### src/rtl/regfile_read_arbiter_pkg.sv
// Shared definitions for the register-file read-port arbiter.
//   RF_ADDR_W  : mux select / register address width
//   RF_DATA_W  : read data width
//   RF_NUM_REQ : default number of requesters
//   idx_w()    : width of a requester index (never below 1 bit)
package regfile_read_arbiter_pkg;

   localparam int RF_ADDR_W  = 5;
   localparam int RF_DATA_W  = 32;
   localparam int RF_NUM_REQ = 4;

   typedef logic [RF_ADDR_W-1:0] rf_addr_t;
   typedef logic [RF_DATA_W-1:0] rf_data_t;

   // A single requester still needs a 1-bit pointer/index signal.
   function automatic int idx_w(input int n);
      return (n > 1) ? $clog2(n) : 1;
   endfunction

endpackage

### src/rtl/regfile_read_arbiter_rr_pick.sv
// Rotating-priority picker.
//   elig_i       : eligible requesters
//   ptr_i        : highest-priority index this cycle
//   win_onehot_o : one-hot winner (zero when nothing is eligible)
//   win_idx_o    : binary winner index (don't-care when any_o is low)
//   any_o        : at least one requester eligible
module regfile_read_arbiter_rr_pick
   import regfile_read_arbiter_pkg::*;
#(
   parameter int NUM_REQ = RF_NUM_REQ,
   parameter int IDX_W   = idx_w(NUM_REQ)
) (
   input  logic [NUM_REQ-1:0] elig_i,
   input  logic [IDX_W-1:0]   ptr_i,
   output logic [NUM_REQ-1:0] win_onehot_o,
   output logic [IDX_W-1:0]   win_idx_o,
   output logic               any_o
);

   localparam logic [IDX_W:0] NUM_REQ_L = (IDX_W+1)'(NUM_REQ);

   logic [2*NUM_REQ-1:0] dbl;
   logic [NUM_REQ-1:0]   rot;
   logic [IDX_W-1:0]     off;
   logic [IDX_W:0]       sum;
   logic                 found;

   always_comb begin
      // Shifting the doubled vector right by ptr puts requester ptr at bit 0,
      // so a plain lowest-set-bit search gives round-robin order.
      dbl   = {elig_i, elig_i} >> ptr_i;
      rot   = dbl[NUM_REQ-1:0];
      off   = '0;
      found = 1'b0;
      for (int i = 0; i < NUM_REQ; i++) begin
         if (!found && rot[i]) begin
            off   = IDX_W'(i);
            found = 1'b1;
         end
      end
      sum = {1'b0, off} + {1'b0, ptr_i};
      if (sum >= NUM_REQ_L) begin
         sum = sum - NUM_REQ_L;
      end
      any_o        = |elig_i;
      win_idx_o    = sum[IDX_W-1:0];
      win_onehot_o = any_o ? (NUM_REQ'(1) << win_idx_o) : '0;
   end

endmodule

### src/rtl/regfile_read_arbiter.sv
// Round-robin arbiter sharing one register-file read mux among NUM_REQ
// requesters. Stage 1 registers the winner's grant and address (mux select);
// stage 2 captures the mux output and returns it with a one-hot valid.
//   clk_i, rst_i : clock, asynchronous active-high reset
//   req_i        : level requests, bit i = requester i
//   addr_i       : packed addresses, requester i at [i*ADDR_W +: ADDR_W]
//   gnt_o        : registered one-hot grant
//   sel_o        : registered read mux select
//   mux_y_i      : combinational read mux output
//   rdata_o      : registered read data
//   rvalid_o     : registered one-hot data valid
module regfile_read_arbiter
   import regfile_read_arbiter_pkg::*;
#(
   parameter int NUM_REQ = RF_NUM_REQ,
   parameter int ADDR_W  = RF_ADDR_W,
   parameter int DATA_W  = RF_DATA_W
) (
   input  logic                      clk_i,
   input  logic                      rst_i,
   input  logic [NUM_REQ-1:0]        req_i,
   input  logic [NUM_REQ*ADDR_W-1:0] addr_i,
   output logic [NUM_REQ-1:0]        gnt_o,
   output logic [ADDR_W-1:0]         sel_o,
   input  logic [DATA_W-1:0]         mux_y_i,
   output logic [DATA_W-1:0]         rdata_o,
   output logic [NUM_REQ-1:0]        rvalid_o
);

   localparam int IDX_W = idx_w(NUM_REQ);

   logic [IDX_W-1:0]   ptr_q, ptr_d;
   logic [NUM_REQ-1:0] gnt_q, gnt_d;
   logic [ADDR_W-1:0]  sel_q, sel_d;
   logic [DATA_W-1:0]  rdata_q, rdata_d;
   logic [NUM_REQ-1:0] rvalid_q;

   logic [NUM_REQ-1:0] elig;
   logic [NUM_REQ-1:0] win_onehot;
   logic [IDX_W-1:0]   win_idx;
   logic               any_win;
   logic [ADDR_W-1:0]  win_addr;

   // Masking the current grant keeps a held request from being served twice
   // before the requester has seen its grant and dropped the request.
   assign elig = req_i & ~gnt_q;

   regfile_read_arbiter_rr_pick #(
      .NUM_REQ (NUM_REQ),
      .IDX_W   (IDX_W)
   ) u_rr_pick (
      .elig_i       (elig),
      .ptr_i        (ptr_q),
      .win_onehot_o (win_onehot),
      .win_idx_o    (win_idx),
      .any_o        (any_win)
   );

   always_comb begin
      win_addr = '0;
      for (int i = 0; i < NUM_REQ; i++) begin
         if (win_idx == IDX_W'(i)) begin
            win_addr = addr_i[i*ADDR_W +: ADDR_W];
         end
      end
   end

   always_comb begin
      gnt_d = win_onehot;
      sel_d = sel_q;
      ptr_d = ptr_q;
      if (any_win) begin
         sel_d = win_addr;
         ptr_d = (win_idx == IDX_W'(NUM_REQ-1)) ? '0 : win_idx + IDX_W'(1);
      end
   end

   // RDATA only updates on a data edge, so idle cycles leave the last read visible.
   assign rdata_d = (|gnt_q) ? mux_y_i : rdata_q;

   always_ff @(posedge clk_i or posedge rst_i) begin
      if (rst_i) begin
         ptr_q    <= '0;
         gnt_q    <= '0;
         sel_q    <= '0;
         rdata_q  <= '0;
         rvalid_q <= '0;
      end else begin
         ptr_q    <= ptr_d;
         gnt_q    <= gnt_d;
         sel_q    <= sel_d;
         rdata_q  <= rdata_d;
         rvalid_q <= gnt_q;
      end
   end

   assign gnt_o    = gnt_q;
   assign sel_o    = sel_q;
   assign rdata_o  = rdata_q;
   assign rvalid_o = rvalid_q;

endmodule

### config.mk
export PLATFORM = sky130hd
export DESIGN_NAME = regfile_read_arbiter
export DESIGN_NICKNAME = d
export VERILOG_FILES = /design/src/rtl/regfile_read_arbiter_pkg.sv /design/src/rtl/regfile_read_arbiter_rr_pick.sv /design/src/rtl/regfile_read_arbiter.sv
export SDC_FILE = /design/constraint.sdc
export NUM_CORES = 1
export LEC_CHECK = 0
export ABC_AREA = 1
export ABC_CLOCK_PERIOD_IN_PS = 2500
export CORE_ASPECT_RATIO = 1.75
export CORE_MARGIN = 2
export CORE_UTILIZATION = 41
export DETAILED_ROUTE_END_ITERATION = 6
export PLACE_DENSITY = 0.8
export SLEW_MARGIN = 20
export SYNTH_ARGS = -nofsm -noshare
export SYNTH_HDL_FRONTEND = slang
export SYNTH_SLANG_ARGS = --single-unit
### constraint.sdc
create_clock -name clk_i -period 2.5 [get_ports clk_i]
set_input_delay 0.625 -clock clk_i [delete_from_list [all_inputs] [get_ports clk_i]]
set_output_delay 0.625 -clock clk_i [all_outputs]
set_load 0.005 [all_outputs]
* Word level (Yosys, flattened, before mapping) *
Cells that the tools add are included.

operators by class
  $add $sub $neg = 3
  $lt $le $gt $ge = 1
  eq/ne operators = 3
  shift operators = 2
  muxes and demuxes = 13
  bitwise logic cells = 2
  reductions and logical operators = 9

operators by type and width
  cell                                                                   number
  5-bit 2-to-1 mux                                                       4
  2-bit 2-to-1 mux                                                       4
  4-bit OR reduction                                                     2
  8-bit by 2-bit >> shifter with 4-bit output                            1
  4-bit AND                                                              1
  2-bit equality test, second input constant                             2
  1-bit 2-to-1 mux                                                       4
  4-bit 2-to-1 mux                                                       1
  4-bit NOT                                                              1
  1-bit by 2-bit << shifter with 4-bit output, first input constant      1
  2-bit by 2-bit adder with 3-bit output                                 1
  3-bit >= comparator, second input constant                             1
  1-bit logical AND                                                      3
  1-bit logical NOT                                                      3
  2-bit by 1-bit adder with 2-bit output, second input constant          1
  2-bit by 1-bit equality test with 1-bit output, second input constant  1
  2-bit logical NOT                                                      1
  2-bit by 1-bit subtractor with 2-bit output, second input constant     1

word-level totals
  bits in registers = 47
  bits of input ports = 58
  output and inout port bits = 45
  word-level logic and storage cells = 38

* Depth between registers and ports, before layout *
  depth after elaboration = 21
  gate-level depth with buffers = 18

* Hierarchy *
Synthesis repeated with hierarchy kept, for this count alone.

unflattened totals
  cells, all modules = 279
  area total of the unflattened synthesis = 2210.9 um^2

by module, submodules not included
  module                        instances  cells each  area an instance (um^2)
  regfile_read_arbiter          1          235         1989.4
  regfile_read_arbiter_rr_pick  1          44          221.5

* Worst setup path after synthesis *
No wires, ideal clock.

  path kind = in2reg
  start point = input req_i[1]
  end point = register sel_q[3], in the netlist sel_o[3]
  arrival time = 2.263 ns
  data required time = 2.368 ns
  path slack = 0.105 ns
  stages on the path = 17
  cell sequence = nand3_1 -> nand3_1 -> nand2_1 -> nand3_1 -> a21boi_0 -> ha_1 -> xor2_1 -> inv_1 -> nand3_1 -> nand2_1 -> inv_1 -> ha_1 -> inv_1 -> nand3_1 -> nand2_1 -> o21ai_0 -> o211ai_1

on the way
  cells in the longest elaborated chain, start to end = 20

ends and longest elaborated chain
  element                                                                             RTL line                                                                source
  from (decl)                                                                         regfile_read_arbiter.sv:21                                              input logic [NUM_REQ-1:0] req_i,
  4-bit AND (*)                                                                       regfile_read_arbiter.sv:46                                              assign elig = req_i & ~gnt_q;
  8-bit by 2-bit >> shifter with 4-bit output                                         regfile_read_arbiter_rr_pick.sv:31                                      dbl = {elig_i, elig_i} >> ptr_i;
  1-bit 2-to-1 mux                                                                    regfile_read_arbiter_rr_pick.sv:36                                      if (!found && rot[i]) begin
  1-bit logical NOT                                                                   regfile_read_arbiter_rr_pick.sv:36
  1-bit logical AND                                                                   regfile_read_arbiter_rr_pick.sv:36
  1-bit 2-to-1 mux                                                                    regfile_read_arbiter_rr_pick.sv:36
  1-bit logical NOT                                                                   regfile_read_arbiter_rr_pick.sv:36
  1-bit logical AND                                                                   regfile_read_arbiter_rr_pick.sv:36
  1-bit 2-to-1 mux                                                                    regfile_read_arbiter_rr_pick.sv:36
  1-bit logical NOT                                                                   regfile_read_arbiter_rr_pick.sv:36
  1-bit logical AND                                                                   regfile_read_arbiter_rr_pick.sv:36
  2-bit 2-to-1 mux                                                                    regfile_read_arbiter_rr_pick.sv:36
  2-bit by 2-bit adder with 3-bit output                                              regfile_read_arbiter_rr_pick.sv:41                                      sum = {1'b0, off} + {1'b0, ptr_i};
  3-bit >= comparator or 2-bit by 1-bit subtractor with 2-bit output (tied branches)  regfile_read_arbiter_rr_pick.sv:42, regfile_read_arbiter_rr_pick.sv:43
  2-bit 2-to-1 mux                                                                    regfile_read_arbiter_rr_pick.sv:42                                      if (sum >= NUM_REQ_L) begin
  2-bit logical NOT                                                                   regfile_read_arbiter.sv:62                                              if (win_idx == IDX_W'(i)) begin
  5-bit 2-to-1 mux (4 in series)                                                      regfile_read_arbiter.sv:62
  to (signal assigned)                                                                regfile_read_arbiter.sv:91                                              sel_q <= sel_d;
  to (decl)                                                                           regfile_read_arbiter.sv:34                                              logic [ADDR_W-1:0] sel_q, sel_d;

Mark *: on every way between the ends. The rest lies on a longest branch, timed or not.
A chain may end at the register's enable or synchronous reset.

* Worst setup path in the final report *
  start point = input req_i[0]
  end point = register sel_q[3], in the netlist sel_o[3]

The elaborated chain is that of the path after synthesis.

==> impl_results.md <==
* Status: complete, no violations
* First-pass GRT wire length at 8750 um
* Post-Syn Nets at 244
* Commonest non-fill, non-tap cells in the layout: clkdlybuf4s50_1, dfrtp_1, mux2_4
* Leakage at 1.63 nW
* Area Growth Syn to Fin at 63.9%
* WP buf/inv at 3
* Slew Limit Headroom at 45.5%
* Final-report hold violation count at 0
* VDD IR max at 1.39 mV
* Worst path cell trace: clkdlybuf4s15_1 -> nand3_1 -> nand3_1 -> nand2_2 -> a21boi_2 -> ha_2 -> xor2_2 -> nand2_2 -> nand2_4 -> inv_4 -> ha_4 -> buf_6 -> a21oi_2 -> nand2_1 -> o21ai_0 -> o211ai_1
* Place WS at -675 ps
* Initial Utilization at 42.2%
* Die H at 101 um
* Row count at 35
* CP delay by family, top: simple AND/OR/NAND/NOR gates
* RSZ-0062 raised after global routing: true
* Fill cell count at 396
* Worst-Margin Slew at 816 ps
* Main combinational cell family by area after synthesis: multiplexers
* # Max-Cap Violations at 0
* Tot GR Track Use at 19.2%
* Clock-pin slew on the worst setup and hold paths at 90 ps
* Total clock sinks at 47
* # diodes at 0
* Share of cells above drive strength 1 at 31.6%
* PwrDens at 1530 nW/um2
* Routed vias/inst at 5.08
* Drt drc at 0
* Max-slew violations at 0
* Yosys cell types at 19
* Final core occ at 69.1%
* Setup TNS at 0 ps
* Clk_skew at 11.6 ps
* Slowest Stage Delay on Critical Path at 240 ps
* Vias in the first global route at 1899
* Dpl cell area at 3330 um2
* Critical path's slowest cell: clkdlybuf4s15_1
* Starting DRT DRC Count at 38
* Total Routed Length at 5670 um
* Setup violators final at 0
* WP data arrival at 2600 ps
* Setup crit end kind: register
* Hold Path Class: reg -> reg
* #FFs+latches synth at 47
* Worst endpoint required time at 2660 ps
* Synth Cell Area at 2200 um2
* Synth Area in Simple Gates at 12.6%
* Maximum clock rate at 410 MHz
* Mux share of post-synthesis cell area at 21.5%
* Largest net degree at the start of global routing at 33
* Most common cell after layout, fill and taps aside: clkdlybuf4s50_1
* Worst setup margin at 61.6 ps
* CTS tree: done
* Port Buf Inserts at 102
* Hold buffers post-CTS at 0
* Vias at 1807
* Post-synthesis area per instance at 12.1 um2
* Nets@finish at 363
* Synth Area in XOR/XNOR at 0.398%
* Critical path class: in -> reg
* Cells after synthesis at 181
* Compound-Gate Fraction of Synth Area at 4.84%
* GP Congestion at 0.824
* Post-route ant nets at 0
* Total gr overflow at 0
* Cell count after placement at 344
* Pre-antenna DRT Iters at 4
* Io pins at 103
* Non-Filler Instances at 356
* Initial antenna violation count at 0
* Root Driver: clkbuf_8
* Final period utilization at 97.5%
* Startpoint Class: input pin
* Seq/Total Area, Yosys at 53.5%
* Die area at 5990 um2
* Cts bufs inserted at 5
* Depth of the CTS H-tree at 2
* Max Root-Sink Buffers at 2
* Core ar. at 5210 um2
* Die W at 59.4 um
* Post-Synth Adder-Cell Area at 2.85%
* Post-detail-place hpwl at 4230 um
* Yosys Warn Count at 0
* Clk_lat worst skew at 300 ps
* Crit path time final at 2440 ps
* Wire length per cell at 15.9 um
* Post-route cell area at 3600 um2
* Crit Path Max Fanout at 4
flip-flops by register name, indices dropped and copies added (netlist names):
signal / cells
gnt_o: 4
rvalid_o: 4
ptr_q: 2
rdata_o: 32
sel_o: 5
synthesized netlist by cell type (all sizes together):
cell / n / area (um2)
dfrtp: 47 / 1180
inv: 16 / 60.1
o21ai: 6 / 30.0
o211ai: 5 / 37.5
nand4: 2 / 27.5
mux2: 32 / 473
xor2: 1 / 8.76
ha: 5 / 62.6
o22ai: 1 / 6.26
buf: 3 / 33.8
nor2: 4 / 22.5
a21boi: 1 / 7.51
nand2: 30 / 113
a21oi: 5 / 25.0
nand3: 23 / 115
cell type report:
cell class                      count  area [um2]  share of cell area [%]
Clock buffer                        6        82.6                    2.29
Multi-Input combinational cell    115        1060                    29.4
Clock inverter                      2        16.3                   0.451
Tap cell                           55        68.8                    1.91
Timing Repair Buffer              115        1130                    31.5
Inverter                           16        65.1                    1.81
Sequential cell                    47        1180                    32.7
per-stage QoR:
stage               power, mW  hold slack [ps]
floorplan                3.23              413
CTS                      5.22              421
finish                   5.50              419
global placement         4.51              402
detailed placement       4.60              408
global route             5.89              422
layer usage:
layer / track usage (%) / up-vias / wire length, um
li1: - / 853 / -
met1: 19.2 / 864 / 2010
met2: 36.8 / 84 / 3260
met3: 3.34 / 6 / 315
met4: 7.69 / 0 / 94
met5: 0 / - / 0
where the power goes:
group / leakage [nW] / switching [mW] / internal (mW)
logic: 1.02 / 1.58 / 2.05
registers: 0.562 / 0.229 / 1.16
clock network: 0.0474 / 0.254 / 0.226
cell families after synthesis:
kind of cell / after synthesis
AND/OR/NAND/NOR: 59
flip-flops: 47
multiplexers: 32
buffers and inverters: 19
AO/OA/AOI/OAI: 18
adder cells (fa/ha/maj): 5
XOR/XNOR: 1
path summary, 6_finish.rpt:
| path | slack, ps | startpoint | to | cells past startpoint |
|---|---|---|---|---|
| hold reg to reg | 420 | gnt_o[3] | rvalid_o[3] | 0 |
| max in group asynchronous | 1320 | rst_i | rdata_o[15] | 3 |
| setup / recovery | 60 | req_i[0] | sel_o[3] | 16 |
| min in group asynchronous | 680 | rst_i | rdata_o[22] | 2 |
| hold / removal | 420 | gnt_o[3] | rvalid_o[3] | 0 |
| setup reg to reg | 80 | ptr_q[0] | sel_o[3] | 16 |
repair_timing:
action,CTS,global route
gates resized for setup,17,32
pin swaps,6,10
endpoints found under the setup margin,10,7
buffers inserted,1,3
Note: power is estimated with default switching activity, not from simulation.
